[src/rtl/seq_phy_csr_responder.sv]
// Avalon-MM CSR responder for PHY calibration control: two-cycle accesses, command strobe, sticky errors.
// Optional access counter at word address 3 is built when SEQ_PHY_CSR_ACCESS_CNT_EN is defined.
module seq_phy_csr_responder #(
    parameter int AVL_DATA_WIDTH = 32,
    parameter int AVL_ADDR_WIDTH = 16,
    parameter int NUM_SCRATCH    = 4,
    parameter int STATUS_WIDTH   = 8
) (
    input  logic                      avl_clk,
    input  logic                      avl_reset_n,
    input  logic [AVL_ADDR_WIDTH-1:0] avl_address,
    input  logic                      avl_write,
    input  logic [AVL_DATA_WIDTH-1:0] avl_writedata,
    input  logic                      avl_read,
    output logic [AVL_DATA_WIDTH-1:0] avl_readdata,
    output logic                      avl_waitrequest,
    input  logic [STATUS_WIDTH-1:0]   phy_status,
    input  logic                      cmd_busy,
    output logic                      cmd_go,
    output logic [3:0]                cmd_code,
    output logic                      err_irq,
    output logic                      dbg_state
);

    // Handshake: a request (read or write) seen in IDLE is accepted on that edge; waitrequest
    // then drops for exactly the ACK cycle, where readdata is valid and the write commits.
    typedef enum logic {
        ST_IDLE = 1'b0,
        ST_ACK  = 1'b1
    } state_e;

    localparam logic [AVL_ADDR_WIDTH-1:0] A_CTRL   = AVL_ADDR_WIDTH'(0);
    localparam logic [AVL_ADDR_WIDTH-1:0] A_STATUS = AVL_ADDR_WIDTH'(1);
    localparam logic [AVL_ADDR_WIDTH-1:0] A_ERR    = AVL_ADDR_WIDTH'(2);
    localparam logic [AVL_ADDR_WIDTH-1:0] A_SCR_LO = AVL_ADDR_WIDTH'(4);
    localparam logic [AVL_ADDR_WIDTH-1:0] A_SCR_HI = AVL_ADDR_WIDTH'(4 + NUM_SCRATCH);
`ifdef SEQ_PHY_CSR_ACCESS_CNT_EN
    localparam logic [AVL_ADDR_WIDTH-1:0] A_CNT    = AVL_ADDR_WIDTH'(3);
`endif

    state_e                                       state_q, state_d;
    logic [AVL_ADDR_WIDTH-1:0]                    addr_q;
    logic [AVL_DATA_WIDTH-1:0]                    wdata_q;
    logic                                         wr_q;
    logic                                         coll_q;
    logic [AVL_DATA_WIDTH-1:0]                    rdata_q, rdata_d;
    logic [2:0]                                   err_q, err_d;
    logic                                         irq_q;
    logic                                         go_q, go_d;
    logic [3:0]                                   code_q, code_d;
    logic [NUM_SCRATCH-1:0][AVL_DATA_WIDTH-1:0]   scratch_q, scratch_d;
`ifdef SEQ_PHY_CSR_ACCESS_CNT_EN
    logic [AVL_DATA_WIDTH-1:0]                    cnt_q, cnt_d;
`endif

    logic                      accept;
    logic                      ack_mapped;
    logic [AVL_DATA_WIDTH-1:0] rd_val;
    logic [2:0]                err_set;
    logic [2:0]                err_clr;

    assign accept = (state_q == ST_IDLE) && (avl_read || avl_write);

    always_comb begin
        ack_mapped = (addr_q == A_CTRL) || (addr_q == A_STATUS) || (addr_q == A_ERR)
                     || ((addr_q >= A_SCR_LO) && (addr_q < A_SCR_HI));
`ifdef SEQ_PHY_CSR_ACCESS_CNT_EN
        if (addr_q == A_CNT) begin
            ack_mapped = 1'b1;
        end
`endif
    end

    // Read mux on the live address: readdata is loaded on the accepting edge.
    always_comb begin
        rd_val = '0;
        if (avl_address == A_CTRL) begin
            rd_val = AVL_DATA_WIDTH'({code_q, 4'b0000});
        end
        if (avl_address == A_STATUS) begin
            rd_val = AVL_DATA_WIDTH'({cmd_busy, phy_status});
        end
        if (avl_address == A_ERR) begin
            rd_val = AVL_DATA_WIDTH'(err_q);
        end
`ifdef SEQ_PHY_CSR_ACCESS_CNT_EN
        if (avl_address == A_CNT) begin
            rd_val = cnt_q;
        end
`endif
        for (int i = 0; i < NUM_SCRATCH; i++) begin
            if (avl_address == AVL_ADDR_WIDTH'(4 + i)) begin
                rd_val = scratch_q[i];
            end
        end
    end

    always_comb begin
        state_d   = state_q;
        rdata_d   = rdata_q;
        go_d      = 1'b0;
        code_d    = code_q;
        scratch_d = scratch_q;
        err_set   = 3'b000;
        err_clr   = 3'b000;
`ifdef SEQ_PHY_CSR_ACCESS_CNT_EN
        cnt_d     = cnt_q;
`endif
        case (state_q)
            ST_IDLE: begin
                if (accept) begin
                    state_d = ST_ACK;
                    if (avl_read && !avl_write) begin
                        rdata_d = rd_val;
                    end
                end
            end
            ST_ACK: begin
                state_d = ST_IDLE;
                if (!ack_mapped) begin
                    err_set[0] = 1'b1;
                end
                if (wr_q && ack_mapped) begin
                    if (addr_q == A_CTRL) begin
                        if (cmd_busy) begin
                            err_set[1] = wdata_q[0];
                        end else begin
                            code_d = wdata_q[7:4];
                            go_d   = wdata_q[0];
                        end
                    end
                    if (addr_q == A_ERR) begin
                        err_clr = wdata_q[2:0];
                    end
                    for (int i = 0; i < NUM_SCRATCH; i++) begin
                        if (addr_q == AVL_ADDR_WIDTH'(4 + i)) begin
                            scratch_d[i] = wdata_q;
                        end
                    end
                end
                if (coll_q) begin
                    err_set[2] = 1'b1;
                end
`ifdef SEQ_PHY_CSR_ACCESS_CNT_EN
                if (wr_q && (addr_q == A_CNT)) begin
                    cnt_d = '0;
                end else begin
                    cnt_d = cnt_q + AVL_DATA_WIDTH'(1);
                end
`endif
            end
            default: state_d = ST_IDLE;
        endcase
        // A set in the same cycle as a write-1-clear takes priority.
        err_d = (err_q & ~err_clr) | err_set;
    end

    always_ff @(posedge avl_clk or negedge avl_reset_n) begin
        if (!avl_reset_n) begin
            state_q   <= ST_IDLE;
            addr_q    <= '0;
            wdata_q   <= '0;
            wr_q      <= 1'b0;
            coll_q    <= 1'b0;
            rdata_q   <= '0;
            err_q     <= '0;
            irq_q     <= 1'b0;
            go_q      <= 1'b0;
            code_q    <= '0;
            scratch_q <= '0;
`ifdef SEQ_PHY_CSR_ACCESS_CNT_EN
            cnt_q     <= '0;
`endif
        end else begin
            state_q   <= state_d;
            rdata_q   <= rdata_d;
            err_q     <= err_d;
            irq_q     <= |err_d;
            go_q      <= go_d;
            code_q    <= code_d;
            scratch_q <= scratch_d;
`ifdef SEQ_PHY_CSR_ACCESS_CNT_EN
            cnt_q     <= cnt_d;
`endif
            if (accept) begin
                addr_q  <= avl_address;
                wdata_q <= avl_writedata;
                wr_q    <= avl_write;
                coll_q  <= avl_read && avl_write;
            end
        end
    end

    assign avl_waitrequest = (state_q != ST_ACK);
    assign avl_readdata    = rdata_q;
    assign cmd_go          = go_q;
    assign cmd_code        = code_q;
    assign err_irq         = irq_q;
    assign dbg_state       = (state_q == ST_ACK);

endmodule

[config.mk]
export PLATFORM = sky130hd
export DESIGN_NAME = seq_phy_csr_responder
export DESIGN_NICKNAME = d
export VERILOG_FILES = /design/src/rtl/seq_phy_csr_responder.sv
export SDC_FILE = /design/constraint.sdc
export NUM_CORES = 1
export LEC_CHECK = 0
export CORE_MARGIN = 5
export CORE_UTILIZATION = 51
export CTS_CLUSTER_DIAMETER = 60
export CTS_CLUSTER_SIZE = 25
export DETAILED_ROUTE_END_ITERATION = 16
export GPL_ROUTABILITY_DRIVEN = 0
export PLACE_DENSITY = 0.75
export SYNTH_ARGS = -nofsm -noshare
export SYNTH_HDL_FRONTEND = slang
export SYNTH_SLANG_ARGS = --single-unit
[constraint.sdc]
create_clock -name avl_clk -period 2.4 [get_ports avl_clk]
set_input_delay 0.72 -clock avl_clk [delete_from_list [all_inputs] [get_ports avl_clk]]
set_output_delay 0.72 -clock avl_clk [all_outputs]
set_load 0.05 [all_outputs]
**Word-level counts from Yosys, hierarchy flattened**

Cells that the tools add are included.

- RAM bits: 0
- Register bits after elaboration: 220
- Bits in latches: 0
- Output and inout bits: 40
- Input port bits: 61
- Memories kept: 0
- Logic and storage cells: 74
- Memory bits (read-only): 0

- Mux-type cells: 22
- Equal/unequal tests: 12
- $lt $le $gt $ge: 2
- Shift-type cells: 0
- Multipliers: 0
- Reductions and logical operators: 19
- Divide/modulo/power cells: 0
- Bitwise operators: 5
- $add $sub $neg: 0

Operators with widths:

| cell | number |
|---|---|
| two-way mux 32 bit | 6 |
| equality test 16 x 3 -> 1 bit, second input constant | 8 |
| equality test 16 x 1 -> 1 bit, second input constant | 2 |
| equality test 16 x 2 -> 1 bit, second input constant | 2 |
| logical NOT 16 bit | 2 |
| greater-or-equal comparator 16 x 3 -> 1 bit, second input constant | 1 |
| less-than comparator 16 x 4 -> 1 bit, second input constant | 1 |
| AND reduction 3 bit | 5 |
| two-way mux 3 bit | 4 |
| two-way mux 1 bit | 10 |
| two-way mux 8 bit | 1 |
| logical AND 1 bit | 5 |
| logical OR 1 bit | 4 |
| AND reduction 4 bit | 1 |
| AND 3 bit | 1 |
| inverter 3 bit | 1 |
| bitwise OR 3 bit | 1 |
| OR reduction 3 bit | 1 |
| inverter 1 bit | 2 |
| case mux 1 bit (2 select lines) | 1 |
| logical NOT 1 bit | 1 |

**Depth between registers and ports, before layout**

- Depth in word-level cells: 11
- Gate-level depth with buffers: 7
- Mapped depth without buffers: 5

**Worst setup path after synthesis**

Ideal clock, no wire load.

- Path type: in2reg
- Start: in avl_address[9]
- End: reg rdata_q[4], in the netlist avl_readdata[4]
- Setup time: 0.078 ns
- Data required time: 2.322 ns
- Path slack: 0.099 ns
- Stages on the path: 5
- Arrival time: 2.224 ns
- Buffers on the path: 0
- Path through: or4_1 > or4_4 > nor4_1 > a21oi_1 > a21oi_1

- Word-level cells in the longest chain between the ends: 8
- Elaborated cells between the ends (all ways): 14
- Classes of those cells: 6 x eq/ne; 7 x mux; 1 x reduce/logical

Ends and longest elaborated chain:

| what | line | text |
|---|---|---|
| start: declaration | 11 | `input logic [AVL_ADDR_WIDTH-1:0] avl_address,` |
| logical NOT 16 bit | 77 | `if (avl_address == A_CTRL) begin` |
| two-way mux 8 bit | 77 |  |
| two-way mux 32 bit | 80 | `if (avl_address == A_STATUS) begin` |
| two-way mux 32 bit | 83 | `if (avl_address == A_ERR) begin` |
| two-way mux 32 bit (3 in series) | 92 | `if (avl_address == AVL_ADDR_WIDTH'(4 + i)) begin` |
| two-way mux 32 bit * | 92 |  |
| end signal: assignment | 176 | `rdata_q <= rdata_d;` |
| end: declaration | 46 | `logic [AVL_DATA_WIDTH-1:0] rdata_q, rdata_d;` |

Mark *: on every way between the ends. The rest lies on a longest branch, timed or not.
A chain may end at the register's enable or synchronous reset.

**Worst setup path after layout**

- Start: reg irq_q, in the netlist err_irq
- End: out err_irq

RTL lines:

| what | line | text |
|---|---|---|
| start: declaration | 48 | `logic irq_q;` |
| start signal: assignment | 178 | `irq_q <= \|err_d;` |
| end: declaration | 21 | `output logic err_irq,` |

No word-level cell between the ends.

==> run_results.csv <==
group,metric,value,unit
detailed_routing,vias,6328,
finish,stdcell_count,1125,
power,power.total,7.80,mW
setup_path,worstSetupEndpointType,"output port",
detailed_routing,drcViolationCount,0,
yosys,yosys_warnings,0,
floorplanning,initial_utilization,52.0,%
yosys,post_synth_instance_area,9370,sq um
global_route,number_of_global_route_vias_before_repair,6753,
floorplanning,io_pins,101,
place,place.detailed.instances,1097,
finish,post_route_cells_drive_above_1_share,12.6,%
setup_path,cp_slowest_cell,"sky130_fd_sc_hd__clkdlybuf4s50_1",
clock_tree,clock_latency,0.49,ns
worst_hold_path,hold_class,"in -> async",
yosys,share_of_the_yosys_chip_area_belonging_to_registers,58.8,%
setup_path,worst-path-buf-inv,1,
finish,multi_input_comb_area,3690,sq um
sta,tightestPinTransition,0.573,ns
setup_path,startpoint_class_of_the_critical_path,"flip-flop",
floorplanning,die_h,146,microns
power,p_per_area,681,nW/um^2
yosys,post_synth_xor_area_fraction,0,%
finish,n_fill_cell,1396,
yosys,synth_cell_type_count,39,
floorplanning,core_footprint,18000,sq um
setup_path,crit_arrival,1.63,ns
sta,timing.hold.ws,0.119,ns
floorplanning,die-area,21200,sq um
setup_path,r2r_cells,5,
yosys,avgSynthCellArea,12.1,sq um
run_status,status,"completed",
setup_path,critical_path.max_fanout,1,
yosys,synth_compound_area_share,3.50,%
sta,max_freq,426,MHz
clock_tree,clock_tree.root_cell,"sky130_fd_sc_hd__clkbuf_16",
finish,areaGrowthSynthToFinish,22.3,%
global_route,grt_start_max_net_pins,63,
sta,min_period_over_period,97.9,%
sta,worst_slew_margin_rel,61.8,%
finish,regArea,5510,sq um
clock_tree,cts_max_level,1,
finish,final_common_cell,"sky130_fd_sc_hd__dfrtp_1",
clock_tree,cts_sinks,220,
finish,n_antenna_cell,0,
detailed_routing,detail-route-antenna-nets,0,
place,port_buffers,100,
yosys,dominant_register_cell_in_the_synthesized_netlist,"sky130_fd_sc_hd__dfrtp_1",
place,place.detailed.hpwl,14300,microns
setup_path,cp_top_family,"buffers and inverters",
yosys,synth_nets,835,
floorplanning,floorplan.die.width,146,microns
sta,clock-skew-final,0.0184,ns
clock_tree,clkTransAtPathRegs,0.09,ns
yosys,synth_area_in_adders,0,%
yosys,synthesis.instances,774,
yosys,synth_mux_area_share,22.2,%
setup_path,setup.worst_path.class,"reg -> out",
finish,final_core_utilization,63.6,%
global_route,antenna_found_initial,0,
detailed_routing,drt_iter0_markers,328,
sta,hold_violations,0,
power,largest_vdd_supply_drop,510,uV
sta,setup_repair_after_global_routing_missed_its_margin,"true",
setup_path,critical_path.max_stage_delay,0.80,ns
sta,report.final.slew_viol_count,0,
global_route,final_global_route_overflow_total,0,
setup_path,cp_required,1.68,ns
detailed_routing,route.detailed.wl_per_inst,19.0,microns
detailed_routing,via_per_inst,5.62,
sta,setup_violations,0,
sta,min_period,2.35,ns
floorplanning,num_rows,49,
yosys,simple_gate_share_of_the_synthesized_area,13.1,%
yosys,synth_top_family_by_area,"multiplexers",
power,power.static_leakage,6.07,nW
yosys,synth_edf_count,0,
clock_tree,clockBufferDepth,3,
clock_tree,tritoncts_clock_tree,"built",
global_route,total_routing_usage_gr,20.5,%
detailed_routing,wirelength,21400,microns
yosys,async_reset_ff_share,100,%
setup_path,crit_path_cell_trace,"clkdlybuf4s50_1",
clock_tree,cts_inserted_buffers,16,
clock_tree,post_cts.repair.setup_buffers,0,
yosys,postSynthRegisterBits,220,
finish,final_nets,947,
global_route,global_route_wire_length_before_repair,35900,microns
flow_run,maxcap_viol_count,0,
setup_path,cp.depth,1,
detailed_routing,detailedRoute.firstPassIterationCount,4,
finish,layout_common_cells,"220 x sky130_fd_sc_hd__dfrtp_1, 204 x sky130_fd_sc_hd__nand2_1, 132 x sky130_fd_sc_hd__mux2_1",
[area by class of cell]
type	instances	area share [%]
well taps	229	2.50
clock buffers	18	3.74
clock inverters	10	1.10
multi-input cells	500	32.2
flip-flops and latches	220	48.0
inverters	6	0.197
repair buffers	142	12.2
[layer usage]
layer / part of all wire (%) / track usage, % / up-vias
li1: - / - / 2917
met1: 44 / 28.2 / 3228
met2: 48 / 33.9 / 149
met3: 5.7 / 3.24 / 34
met4: 2.4 / 6.11 / 0
met5: 0 / 0 / -
[final timing paths]
kind	start	end	slack, ns
hold reg to reg	avl_readdata[17]	avl_readdata[17]	0.46
setup reg to reg	addr_q[14]	scratch_q[47]	0.17
setup / recovery	err_irq	err_irq	0.05
min in group avl_clk	avl_readdata[17]	avl_readdata[17]	0.46
max in group asynchronous	avl_reset_n	scratch_q[41]	1.59
hold / removal	avl_reset_n	avl_readdata[2]	0.12
[power by group]
| group | switching (mW) | internal [mW] | leakage, nW | total, mW |
|---|---|---|---|---|
| combinational | 0.496 | 0.315 | 2.85 | 0.811 |
| sequential | 0.213 | 3.89 | 2.95 | 4.10 |
| clock | 1.41 | 1.48 | 0.270 | 2.89 |
[cells in the mapped netlist, drive strengths merged, types with 2 or more instances]
cell type / n / area share [%]
a21oi: 18 / 0.96
a221o: 2 / 0.21
a31oi: 3 / 0.20
buf: 22 / 1.1
clkbuf: 26 / 1.0
dfrtp: 220 / 59
inv: 6 / 0.24
mux2: 132 / 16
mux2i: 8 / 0.85
mux4: 23 / 5.5
nand2: 204 / 8.2
nand3: 31 / 1.7
nand4: 5 / 0.33
nand4b: 3 / 0.28
nor2: 6 / 0.24
nor2b: 3 / 0.20
nor3: 3 / 0.16
nor4: 8 / 0.67
o211ai: 3 / 0.24
o21ai: 23 / 1.2
o221ai: 2 / 0.19
o22ai: 7 / 0.47
or2: 2 / 0.13
or3: 2 / 0.13
or4: 4 / 0.40
[stage by stage]
stage          setup TNS [ns]  instance area, sq um  setup slack [ns]
6_report                    0                 11500            0.0502
3_5_place_dp           -13.28                 10900            -0.494
3_3_place_gp           -11.91                 10900            -0.433
5_1_grt               -0.0317                 11500           -0.0215
4_1_cts                     0                 11400           0.00439
2_1_floorplan               0                  9370            0.0988
[cell families (layout without fill, tap and decap cells)]
group,count (synthesis),count (layout)
mux,163,163
compound gates,58,58
flops,220,220
simple gates,279,279
buf+inv,54,176
[flip-flops by register name, indices dropped and copies added, names as in the netlist]
register      count
addr_q           16
dbg_state         1
err_q             3
cmd_go            1
cmd_code          4
scratch_q       128
avl_readdata     32
wdata_q          32
wr_q              1
coll_q            1
err_irq           1
[repair_timing]
item / in CTS / in global routing
setup endpoints to repair: 21 / 24
gates resized for setup: 21 / 17
cloned: 0 / 0
pin swaps: 0 / 1
hold buffers: 0 / 0
Power figures use the tool's default switching activity.
